--- src/rtl/flags_ctrl.sv ---
// flags_ctrl
//   Control logic for the processor FLAGS register (bit0 Z, bit1 N, bit2 C, bit3 V).
//   It arbitrates flag writes, keeps a 4-deep shadow stack for interrupt
//   save/restore, and evaluates branch conditions.
//
// Ports
//   clk        in   rising-edge clock
//   rst_b      in   asynchronous active-low reset
//   flags_q    in   current FLAGS register value
//   alu_we     in   ALU flag-update request
//   alu_flags  in   ALU-produced flags
//   alu_mask   in   per-bit update mask for alu_flags (1 = update)
//   ld_we      in   explicit whole-flags load request
//   ld_flags   in   value for the explicit load
//   push       in   save flags_q on the shadow stack
//   pop        in   restore flags from the shadow stack
//   err_clr    in   clear the sticky stack error
//   cond       in   branch condition code
//   flags_en   out  FLAGS register write enable (combinational)
//   flags_d    out  FLAGS register write data (combinational)
//   cond_ok    out  condition evaluated on flags_q
//   depth      out  shadow stack occupancy 0..4 (registered)
//   stk_full   out  depth == 4
//   stk_empty  out  depth == 0
//   stk_err    out  sticky overflow / underflow / conflict error
module flags_ctrl (
  input  logic       clk,
  input  logic       rst_b,
  input  logic [3:0] flags_q,
  input  logic       alu_we,
  input  logic [3:0] alu_flags,
  input  logic [3:0] alu_mask,
  input  logic       ld_we,
  input  logic [3:0] ld_flags,
  input  logic       push,
  input  logic       pop,
  input  logic       err_clr,
  input  logic [2:0] cond,
  output logic       flags_en,
  output logic [3:0] flags_d,
  output logic       cond_ok,
  output logic [2:0] depth,
  output logic       stk_full,
  output logic       stk_empty,
  output logic       stk_err
);

  logic [3:0] r_stk [4];
  logic [2:0] r_depth;
  logic       r_err;

  logic       w_full;
  logic       w_empty;
  logic       w_push_ok;
  logic       w_pop_ok;
  logic       w_err_evt;
  logic [1:0] w_top_idx;
  logic [3:0] w_alu_merge;

  assign w_full    = (r_depth == 3'd4);
  assign w_empty   = (r_depth == 3'd0);
  assign w_push_ok = push & ~pop & ~w_full;
  assign w_pop_ok  = pop & ~push & ~w_empty;
  // Overflow, underflow and push+pop conflict all count as stack errors.
  assign w_err_evt = (push & pop) | (push & ~pop & w_full) | (pop & ~push & w_empty);
  // depth 1..4 maps to top index 0..3; the 2-bit wrap handles depth 4 -> 3.
  assign w_top_idx = r_depth[1:0] - 2'd1;
  assign w_alu_merge = (flags_q & ~alu_mask) | (alu_flags & alu_mask);

  // Write arbitration: valid pop > ld_we > alu_we. Held off while in reset.
  always_comb begin
    flags_en = 1'b0;
    flags_d  = flags_q;
    if (w_pop_ok) begin
      flags_en = 1'b1;
      flags_d  = r_stk[w_top_idx];
    end else if (ld_we) begin
      flags_en = 1'b1;
      flags_d  = ld_flags;
    end else if (alu_we) begin
      flags_en = (alu_mask != 4'd0);
      flags_d  = w_alu_merge;
    end
    if (!rst_b) begin
      flags_en = 1'b0;
    end
  end

  always_comb begin
    cond_ok = 1'b1;
    case (cond)
      3'd0: cond_ok = 1'b1;
      3'd1: cond_ok = flags_q[0];
      3'd2: cond_ok = ~flags_q[0];
      3'd3: cond_ok = flags_q[2];
      3'd4: cond_ok = ~flags_q[2];
      3'd5: cond_ok = flags_q[1];
      3'd6: cond_ok = flags_q[1] ^ flags_q[3];
      3'd7: cond_ok = ~(flags_q[1] ^ flags_q[3]);
      default: cond_ok = 1'b1;
    endcase
  end

  // Stack state: push saves flags_q as sampled this cycle, before any
  // FLAGS update that lands on the same edge.
  always_ff @(posedge clk or negedge rst_b) begin
    if (!rst_b) begin
      r_depth <= 3'd0;
      r_err   <= 1'b0;
      for (int i = 0; i < 4; i++) begin
        r_stk[i] <= 4'd0;
      end
    end else begin
      if (w_push_ok) begin
        r_stk[r_depth[1:0]] <= flags_q;
        r_depth             <= r_depth + 3'd1;
      end else if (w_pop_ok) begin
        r_depth <= r_depth - 3'd1;
      end
      // A new error in the same cycle as err_clr keeps the flag set.
      if (w_err_evt) begin
        r_err <= 1'b1;
      end else if (err_clr) begin
        r_err <= 1'b0;
      end
    end
  end

  assign depth     = r_depth;
  assign stk_full  = w_full;
  assign stk_empty = w_empty;
  assign stk_err   = r_err;

endmodule

--- config.mk ---
export PLATFORM = sky130hd
export DESIGN_NAME = flags_ctrl
export DESIGN_NICKNAME = d
export VERILOG_FILES = /design/src/rtl/flags_ctrl.sv
export SDC_FILE = /design/constraint.sdc
export NUM_CORES = 1
export LEC_CHECK = 0
export ABC_AREA = 1
export BUFFER_PORTS_ARGS = -buffer_cell sky130_fd_sc_hd__buf_4
export CAP_MARGIN = 20
export CORE_MARGIN = 10
export CORE_UTILIZATION = 55
export DETAILED_ROUTE_END_ITERATION = 12
export GPL_TIMING_DRIVEN = 0
export PLACE_DENSITY = 0.84
export REMOVE_ABC_BUFFERS = 1
export SLEW_MARGIN = 15
export SYNTH_ARGS = -nofsm -noshare
export SYNTH_HDL_FRONTEND = slang
export SYNTH_SLANG_ARGS = --single-unit
--- constraint.sdc ---
create_clock -name clk -period 5.1 [get_ports clk]
set_input_delay 1.02 -clock clk [delete_from_list [all_inputs] [get_ports clk]]
set_output_delay 1.02 -clock clk [all_outputs]
set_load 0.05 [all_outputs]
==> results of run 1 <==
final cells by class:
class	instances	area (um2)	area share, %
well taps	28	35.0	2.12
multi-input cells	140	739	44.7
flip-flops and latches	20	500	30.2
repair buffers	37	278	16.8
clock buffers	3	22.5	1.36
inverters	20	80.1	4.84
worst max-delay path: cells and delay by family, from the launching register on:
family | cells | cell delay (ns)
flip-flops | 1 | 0.70
buffers and inverters | 3 | 0.47
AO/OA/AOI/OAI | 1 | 0.08
adder cells (fa/ha/maj) | 1 | 0.42
AND/OR/NAND/NOR | 4 | 0.28
state kept, by name, indices dropped and copies added, names as in the netlist:
register / flops
r_stk: 16
depth: 3
stk_err: 1
power by group through the flow:
stage | Combinational (W) | Sequential (W) | Clock [W]
2_1_floorplan | 0.000340 | 0.000342 | 0
3_3_place_gp | 0.000506 | 0.000303 | 0
3_5_place_dp | 0.000523 | 0.000306 | 0
4_1_cts | 0.000525 | 0.000303 | 0.0000776
5_1_grt | 0.000578 | 0.000313 | 0.0000852
6_report | 0.000520 | 0.000303 | 0.0000755
worst min-delay path by stage:
stage / from / end / cells after the start
2_1_floorplan: r_stk[15]$_DFFE_PN0P_ / r_stk[15]$_DFFE_PN0P_ / 2
3_3_place_gp: r_stk[15]$_DFFE_PN0P_ / r_stk[15]$_DFFE_PN0P_ / 2
3_5_place_dp: r_stk[15]$_DFFE_PN0P_ / r_stk[15]$_DFFE_PN0P_ / 2
4_1_cts: r_stk[15]$_DFFE_PN0P_ / r_stk[15]$_DFFE_PN0P_ / 2
5_1_grt: r_stk[13]$_DFFE_PN0P_ / r_stk[13]$_DFFE_PN0P_ / 2
6_report: r_stk[15]$_DFFE_PN0P_ / r_stk[15]$_DFFE_PN0P_ / 2
logic make-up after synthesis:
| group | Yosys count |
|---|---|
| xor gates and xnor gates | 1 |
| AOI/OAI and AO/OA | 31 |
| adders and majority gates | 5 |
| DFF | 20 |
| buffers and inverters | 21 |
| and+or+nand+nor | 103 |
metrics by stage:
step                      utilization (%)  std cells
after floorplan                         -        180
after global placement               72.4        245
after detailed placement             72.4        245
after CTS                            73.4        248
after global routing                 73.4        248
final                                73.4        248
layer usage:
layer | GRT usage [%] | up-vias | wire (um)
li1 | - | 665 | -
met1 | 15.8 | 603 | 1420
met2 | 24.3 | 34 | 1750
met3 | 3.85 | 5 | 135
met4 | 3.99 | 0 | 26
met5 | 0 | - | 0
cells in the final DEF (no fill, tap or decap), drive strengths merged:
| cell | n |
|---|---|
| a31oi | 1 |
| buf | 37 |
| clkbuf | 3 |
| dfrtp | 20 |
| fa | 1 |
| ha | 4 |
| inv | 20 |
| nand2 | 66 |
| nand3 | 18 |
| nand4 | 2 |
| nor2 | 16 |
| o211ai | 1 |
| o21ai | 28 |
| o22ai | 1 |
| or2 | 1 |
| xor2 | 1 |
==> results_dict.tcl, run 1 <==
set metrics [dict create \
    status "finished clean" \
    crit_arrival_ns 2.26 \
    fin_nets 253 \
    max_stage_delay_ns 0.70 \
    grt_max_degree 22 \
    post-route-period-util_pct 64.4 \
    timing.reg2reg.setup_slack_ns 2.86 \
    setup_tns_ns 0 \
    maxSlewViolCount 0 \
    synth_area_per_cell_um2 7.33 \
    fillers 172 \
    synth_mux_area_share_pct 0 \
    yosys_warnings 0 \
    fmax_mhz 305 \
    grt_pass1_wl_um 5750 \
    synth_common_cells "nand2_1, dfrtp_1, inv_1, nand3_1" \
    tightest_slew_ns 0.543 \
    initial_core_util_pct 58.9 \
    crit_type "reg -> out" \
    cts_sinks 20 \
    synth_most_common_cell "nand2_1" \
    synth_edf_count 0 \
    rsz0062_at_grt "false" \
    preCtsSetupSlack_ns 2.14 \
    drt-initial-drc-count 62 \
    numPortBuffers 37 \
    cp-end-kind "primary output" \
    synth_top_family_by_area "simple AND/OR/NAND/NOR gates" \
    vias_per_cell 5.27 \
    clkPwrFrac_pct 8.4 \
    synthSimpleGateAreaFrac_pct 36.9 \
    crit_end "flags_d[3]" \
    skew_ns 0.00844 \
    setup_ws_ns 1.82 \
    reg2reg_to "depth[2]$_DFFE_PN0P_" \
    syn_area_um2 1330 \
    routed_wl_um 3330 \
    ir_worst_vdd_mv 0.395 \
    min_period_ns 3.28 \
    max-cap-violations 0 \
    htree_levels 1 \
    cts_buffers 3 \
    synth_top_cell_area_share_pct 37.7 \
    synthArstFlopShare_pct 100 \
    rows 17 \
    synthCells 181 \
    slew_headroom_pct 63.8 \
    p_leak_nw 0.908 \
    synth.area.top_cells "dfrtp_1, nand2_1, nand3_1" \
    ant_nets 0 \
    place_area_um2 1630 \
    drc 0 \
    io_pins 38 \
    synth_top_area_cell "dfrtp_1" \
    gp_congestion 0.852 \
    wl_per_cell_um 13.4 \
    crit_required_ns 4.08 \
    setup_viol 0 \
    n_antenna_cell 0 \
    switching_share_pct 50.5 \
    seq_area_frac_synth_pct 37.7 \
    synthAdderAreaFrac_pct 5.28 \
    worstReg2RegStart "depth[0]$_DFFE_PN0P_" \
    slowest_stage "dfrtp_1" \
    p_total_w 0.000898 \
    p_int_w 0.000445 \
    via_count 1307 \
    die_y_um 69.1 \
    core_area_um2 2250 \
    rr_worst_depth 9 \
    area_growth_pct 24.7 \
    grtUsageTotal_pct 13.9 \
    cts_tree "done" \
    cts_setup_buffers 0 \
    cts_resized 0 \
    root_buffer "clkbuf_4" \
    power_density_nw_per_um2 543 \
    cts_hold_buf 0 \
    drt_first_pass_iters 4 \
    insertion_delay_ns 0.30 \
    drive_gt1_share_pct 26.8 \
    clockBufferDepth 2 \
    synth_compound_area_share_pct 12.3 \
    clk_pin_slew_ns 0.11 \
    startpoint_type "flop" \
    power_switching_w 0.000453 \
    yosysUniqueCellTypes 24 \
    grt_pass1_vias 1317 \
    finalInstanceArea_um2 1660 \
    ys_ff_latch 20 \
    crit_path_max_fanout 14 \
    synthXorXnorAreaFrac_pct 1.23 \
    antenna_found_initial 0 \
    combinationalPowerShare_pct 57.9 \
    dieWidth_um 69.1 \
    dp_hpwl_um 2780 \
    power_frac_seq_pct 33.7 \
    crit_start "depth[0]$_DFFE_PN0P_" \
    whs_ns 0.499 \
    finalHoldViolations 0 \
    hp-class "reg -> reg" \
    ys.flop_type "dfrtp_1" \
    cpMostUsedCell "nand2_1" \
    grt.overflow.total 0 \
    crit_chain "inv_2 > ha_1 > inv_1 > nor2_1 > o21ai_0 > nand2_1 > nand2_1 > nand2_1 > buf_4" \
    dieArea_um2 4780 \
]
Note: power is estimated with default switching activity, not from simulation.
==> run 2, diff against run 1 <==
--- a/config.mk
+++ b/config.mk
@@ -9,10 +9,10 @@
 export BUFFER_PORTS_ARGS = -buffer_cell sky130_fd_sc_hd__buf_4
 export CAP_MARGIN = 20
 export CORE_MARGIN = 10
-export CORE_UTILIZATION = 55
+export CORE_UTILIZATION = 51
 export DETAILED_ROUTE_END_ITERATION = 12
 export GPL_TIMING_DRIVEN = 0
-export PLACE_DENSITY = 0.84
+export PLACE_DENSITY = 0.79
 export REMOVE_ABC_BUFFERS = 1
 export SLEW_MARGIN = 15
 export SYNTH_ARGS = -nofsm -noshare
==> constraint.sdc (replaced) <==
create_clock -name clk -period 3.15 [get_ports clk]
set_input_delay 0.63 -clock clk [delete_from_list [all_inputs] [get_ports clk]]
set_output_delay 0.63 -clock clk [all_outputs]
set_load 0.05 [all_outputs]
==> results_dict.tcl, run 2 (synthesis gave the netlist of run 1 again) <==
set metrics [dict create \
    fillers 214 \
    crit_type "reg -> out" \
    gp_congestion 0.840 \
    rows 18 \
    dieArea_um2 5040 \
    finalInstanceArea_um2 1670 \
    drt-initial-drc-count 107 \
    grt_max_degree 22 \
    grt.overflow.total 0 \
    crit_start "depth[0]$_DFFE_PN0P_" \
    place_area_um2 1640 \
    cts_buffers 3 \
    grt_use_met3_pct 3.35 \
    ant_nets 0 \
    rr_worst_depth 9 \
    clk_pin_slew_ns 0.12 \
    crit_required_ns 2.52 \
    htree_levels 1 \
    grt_pass1_vias 1343 \
    hp-class "in -> async" \
    setup_tns_ns 0 \
    core_area_um2 2480 \
    drive_gt1_share_pct 27.6 \
    rsz0062_at_grt "false" \
    layout_common_cells "nand2_1, buf_4, dfrtp_1" \
    ir_worst_vdd_mv 0.724 \
    wl_per_cell_um 13.6 \
    maxSlewViolCount 0 \
    area_growth_pct 26.0 \
    vias_per_cell 5.19 \
    numPortBuffers 37 \
    gr-usage-met1_pct 14.7 \
    antenna_found_initial 0 \
    crit_end "flags_d[1]" \
    max-cap-violations 0 \
    preCtsSetupSlack_ns 0.508 \
    fin_nets 253 \
    routed_wl_um 3420 \
    reg2reg_to "depth[2]$_DFFE_PN0P_" \
    setup_ws_ns 0.370 \
    fmax_mhz 360 \
    initial_core_util_pct 53.6 \
    post-route-period-util_pct 88.3 \
    insertion_delay_ns 0.30 \
    cts_sinks 20 \
    die_y_um 71.0 \
    timing.reg2reg.setup_slack_ns 1.10 \
    grtUsageTotal_pct 13.5 \
    status "finished clean" \
    dp_hpwl_um 2790 \
    final_common_cell "nand2_1" \
    root_buffer "clkbuf_4" \
    dieWidth_um 71.0 \
    largest_register_ff_count 16 \
    io_pins 38 \
    clockBufferDepth 2 \
    setup_viol 0 \
    drc 0 \
    busiest_layer "met2" \
    cts_hold_buf 0 \
    skew_ns 0.00207 \
    finalHoldViolations 0 \
    cts_tree "done" \
    grtUsageMet2_pct 25.6 \
    drt_first_pass_iters 4 \
    tightest_slew_ns 0.313 \
    min_period_ns 2.78 \
    n_antenna_cell 0 \
    via_count 1302 \
    p_leak_nw 0.914 \
    crit_arrival_ns 2.15 \
    crit_path_max_fanout 14 \
    grt_pass1_wl_um 5850 \
    p_total_w 0.00149 \
    top_register "r_stk" \
    power_density_nw_per_um2 892 \
    worstReg2RegStart "depth[0]$_DFFE_PN0P_" \
    startpoint_type "flop" \
    slew_headroom_pct 79.1 \
    cp-end-kind "primary output" \
]
## run 2: changes by cell type in the layout (fill, tap and decap cells not counted)
cell      previous run  this run
clkbuf_8             0         1
dfrtp_1             20        19
dfrtp_2              0         1
## run 2: how the worst min path moves through the flow
stage / start / to / slack, ns / cells past startpoint
floorplan: rst_b / depth[0]$_DFFE_PN0P_ / 0.33 / 0
global placement: r_stk[15]$_DFFE_PN0P_ / r_stk[15]$_DFFE_PN0P_ / 0.47 / 2
detailed placement: r_stk[15]$_DFFE_PN0P_ / r_stk[15]$_DFFE_PN0P_ / 0.47 / 2
CTS: rst_b / stk_err$_DFFE_PN0P_ / 0.19 / 1
global route: rst_b / stk_err$_DFFE_PN0P_ / 0.19 / 1
finish: rst_b / r_stk[12]$_DFFE_PN0P_ / 0.18 / 1
## run 2: repair_timing
action / 4_1_cts / 5_1_grt
setup endpoints to repair: 0 / 1
setup buffers: 0 / 0
resized for setup: 0 / 1
## run 2: per-stage QoR
| stage | utilization [%] | hold slack, ns | std cells |
|---|---|---|---|
| final | 67.5 | 0.184 | 251 |
| after global routing | 67.5 | 0.189 | 251 |
| after CTS | 67.5 | 0.193 | 251 |
| after detailed placement | 66.0 | 0.472 | 247 |
| after global placement | 66.0 | 0.469 | 247 |
| after floorplan | - | 0.334 | 180 |
## run 2: cell type report
cell class                 count  area [um2]  area share, %
multi-input combinational    140         739           44.2
sequential                    20         502           30.0
timing repair buffer          37         278           16.6
inverter                      20        80.1           4.79
tap                           30        37.5           2.24
clock buffer                   4        36.3           2.17
## run 2: power by group
group          switching, W  total, W  internal, W
clock network     0.0000819  0.000153    0.0000706
registers          0.000113  0.000493     0.000380
logic              0.000548  0.000846     0.000298
total              0.000743   0.00149     0.000749
## run 2: routing by layer
metal / routed length (um) / vias to the layer above
met5: 0 / -
met3: 195 / 2
met4: 10 / 0
met2: 1770 / 37
li1: - / 661
met1: 1440 / 602
## run 2: critical path: stages (launching register included)
cell,delay (ns)
dfrtp_2,0.57
inv_2,0.16
ha_1,0.39
inv_1,0.10
nor2_1,0.14
o21ai_0,0.11
nand2_1,0.07
nand2_1,0.04
nand2_1,0.06
buf_4,0.19
==> run 3, diff against run 2 <==
--- a/config.mk
+++ b/config.mk
@@ -11,7 +11,6 @@
 export CORE_MARGIN = 10
 export CORE_UTILIZATION = 51
 export DETAILED_ROUTE_END_ITERATION = 12
-export GPL_TIMING_DRIVEN = 0
 export PLACE_DENSITY = 0.79
 export REMOVE_ABC_BUFFERS = 1
 export SLEW_MARGIN = 15
==> results_dict.tcl, run 3 (synthesis gave the netlist of run 1 again) <==
set metrics [dict create \
    dp_hpwl_um 3020 \
    slew_headroom_pct 67.1 \
    setup_viol 0 \
    crit_required_ns 2.52 \
    grt_pass1_wl_um 6170 \
    routed_wl_um 3730 \
    clk_pin_slew_ns 0.11 \
    top_register "r_stk" \
    die_y_um 71.0 \
    grtUsageTotal_pct 14.6 \
    grt_max_degree 22 \
    maxSlewViolCount 0 \
    area_growth_pct 27.1 \
    numPortBuffers 37 \
    crit_chain "inv_2 > ha_1 > inv_1 > nor2_4 > nor2_4 > nand3_1 > nand2_1 > buf_4" \
    setup_tns_ns 0 \
    cts_resized 0 \
    max-cap-violations 0 \
    clockBufferDepth 2 \
    htree_levels 1 \
    via_count 1341 \
    drive_gt1_share_pct 27.1 \
    startpoint_type "flop" \
    crit_arrival_ns 2.21 \
    n_antenna_cell 0 \
    initial_core_util_pct 53.6 \
    worstReg2RegStart "depth[0]$_DFFE_PN0P_" \
    fmax_mhz 352 \
    fin_util_pct 68.1 \
    cts_buffers 3 \
    largest_register_ff_count 16 \
    ir_worst_vdd_mv 0.707 \
    place_area_um2 1640 \
    final_cells 251 \
    ant_nets 0 \
    crit_start "depth[0]$_DFFE_PN0P_" \
    tightest_slew_ns 0.493 \
    rsz0062_at_grt "false" \
    finalHoldViolations 0 \
    p_leak_nw 0.922 \
    multi_input_area_um2 739 \
    insertion_delay_ns 0.30 \
    status "finished clean" \
    drc 0 \
    core_area_um2 2480 \
    whs_ns 0.184 \
    post-route-period-util_pct 90.1 \
    vias_per_cell 5.34 \
    hp-class "in -> async" \
    min_period_ns 2.84 \
    root_buffer "clkbuf_4" \
    antenna_found_initial 0 \
    gp_congestion 0.856 \
    crit_path_max_fanout 14 \
    cp-end-kind "primary output" \
    fin_nets 253 \
    slowest_stage "dfrtp_1" \
    drt_first_pass_iters 4 \
    grt.overflow.total 0 \
    max_stage_delay_ns 0.67 \
    layout_common_cells "nand2_1, buf_4, dfrtp_1" \
    cts_tree "done" \
    cts_hold_buf 0 \
    cts_setup_buffers 0 \
    dieArea_um2 5040 \
    final_common_cell "nand2_1" \
    finalInstanceArea_um2 1690 \
    grt_pass1_vias 1431 \
    rows 18 \
    fillers 214 \
    drt-initial-drc-count 112 \
    cpMostUsedCell "nor2_4" \
    wl_per_cell_um 14.9 \
    placed_cells_incl_taps 247 \
    power_density_nw_per_um2 922 \
    skew_ns 0.00139 \
    cts_sinks 20 \
    dieWidth_um 71.0 \
    io_pins 38 \
    crit_type "reg -> out" \
    ff_latch_area_um2 500 \
]
[run 3: cell count changes in the layout (fill, tap and decap cells not counted), sizes merged]
cell,previous run,this run
bufinv,0,1
clkbuf,4,3
[run 3: worst paths after layout]
| check | to | slack [ns] | depth (start not counted) |
|---|---|---|---|
| max in group asynchronous | stk_err$_DFFE_PN0P_ | 2.75 | 1 |
| min reg2reg | r_stk[11]$_DFFE_PN0P_ | 0.51 | 2 |
| max reg2reg | depth[2]$_DFFE_PN0P_ | 0.98 | 9 |
| max | flags_d[0] | 0.31 | 8 |
| min | r_stk[8]$_DFFE_PN0P_ | 0.18 | 1 |
| min in group clk | stk_err$_DFFE_PN0P_ | 0.51 | 2 |
[run 3: metal layers]
layer  up-vias  GRT usage [%]  share of wire, %
li1        663              -                 -
met1       622           16.0                39
met2        50           26.3                53
met3         6           4.46               6.4
met4         0           4.52               1.5
met5         -              0                 0
[run 3: power by group]
group / switching (W) / internal, W
sequential: 0.000115 / 0.000379
combinational: 0.000556 / 0.000296
clock: 0.0000813 / 0.000129
[run 3: critical path, delay by kind of cell, from the launching register on]
| family | cells | cell delay [ns] |
|---|---|---|
| flip-flops | 1 | 0.67 |
| buffers and inverters | 3 | 0.49 |
| AND/OR/NAND/NOR | 4 | 0.46 |
| adder cells (fa/ha/maj) | 1 | 0.29 |
[run 3: stage by stage]
step	total power [W]	worst slack [ns]
finish	0.00156	0.313
global route	0.00168	0.0737
CTS	0.00156	0.314
detailed placement	0.00135	0.669
global placement	0.00132	0.732
floorplan	0.00110	0.365
[run 3: area by class of cell]
class | count | share of cell area (%)
multi-input combinational | 140 | 43.8
sequential | 20 | 29.7
timing repair buffer | 37 | 16.5
inverter | 20 | 4.74
tap | 30 | 2.22
clock inverter | 1 | 1.78
clock buffer | 3 | 1.33
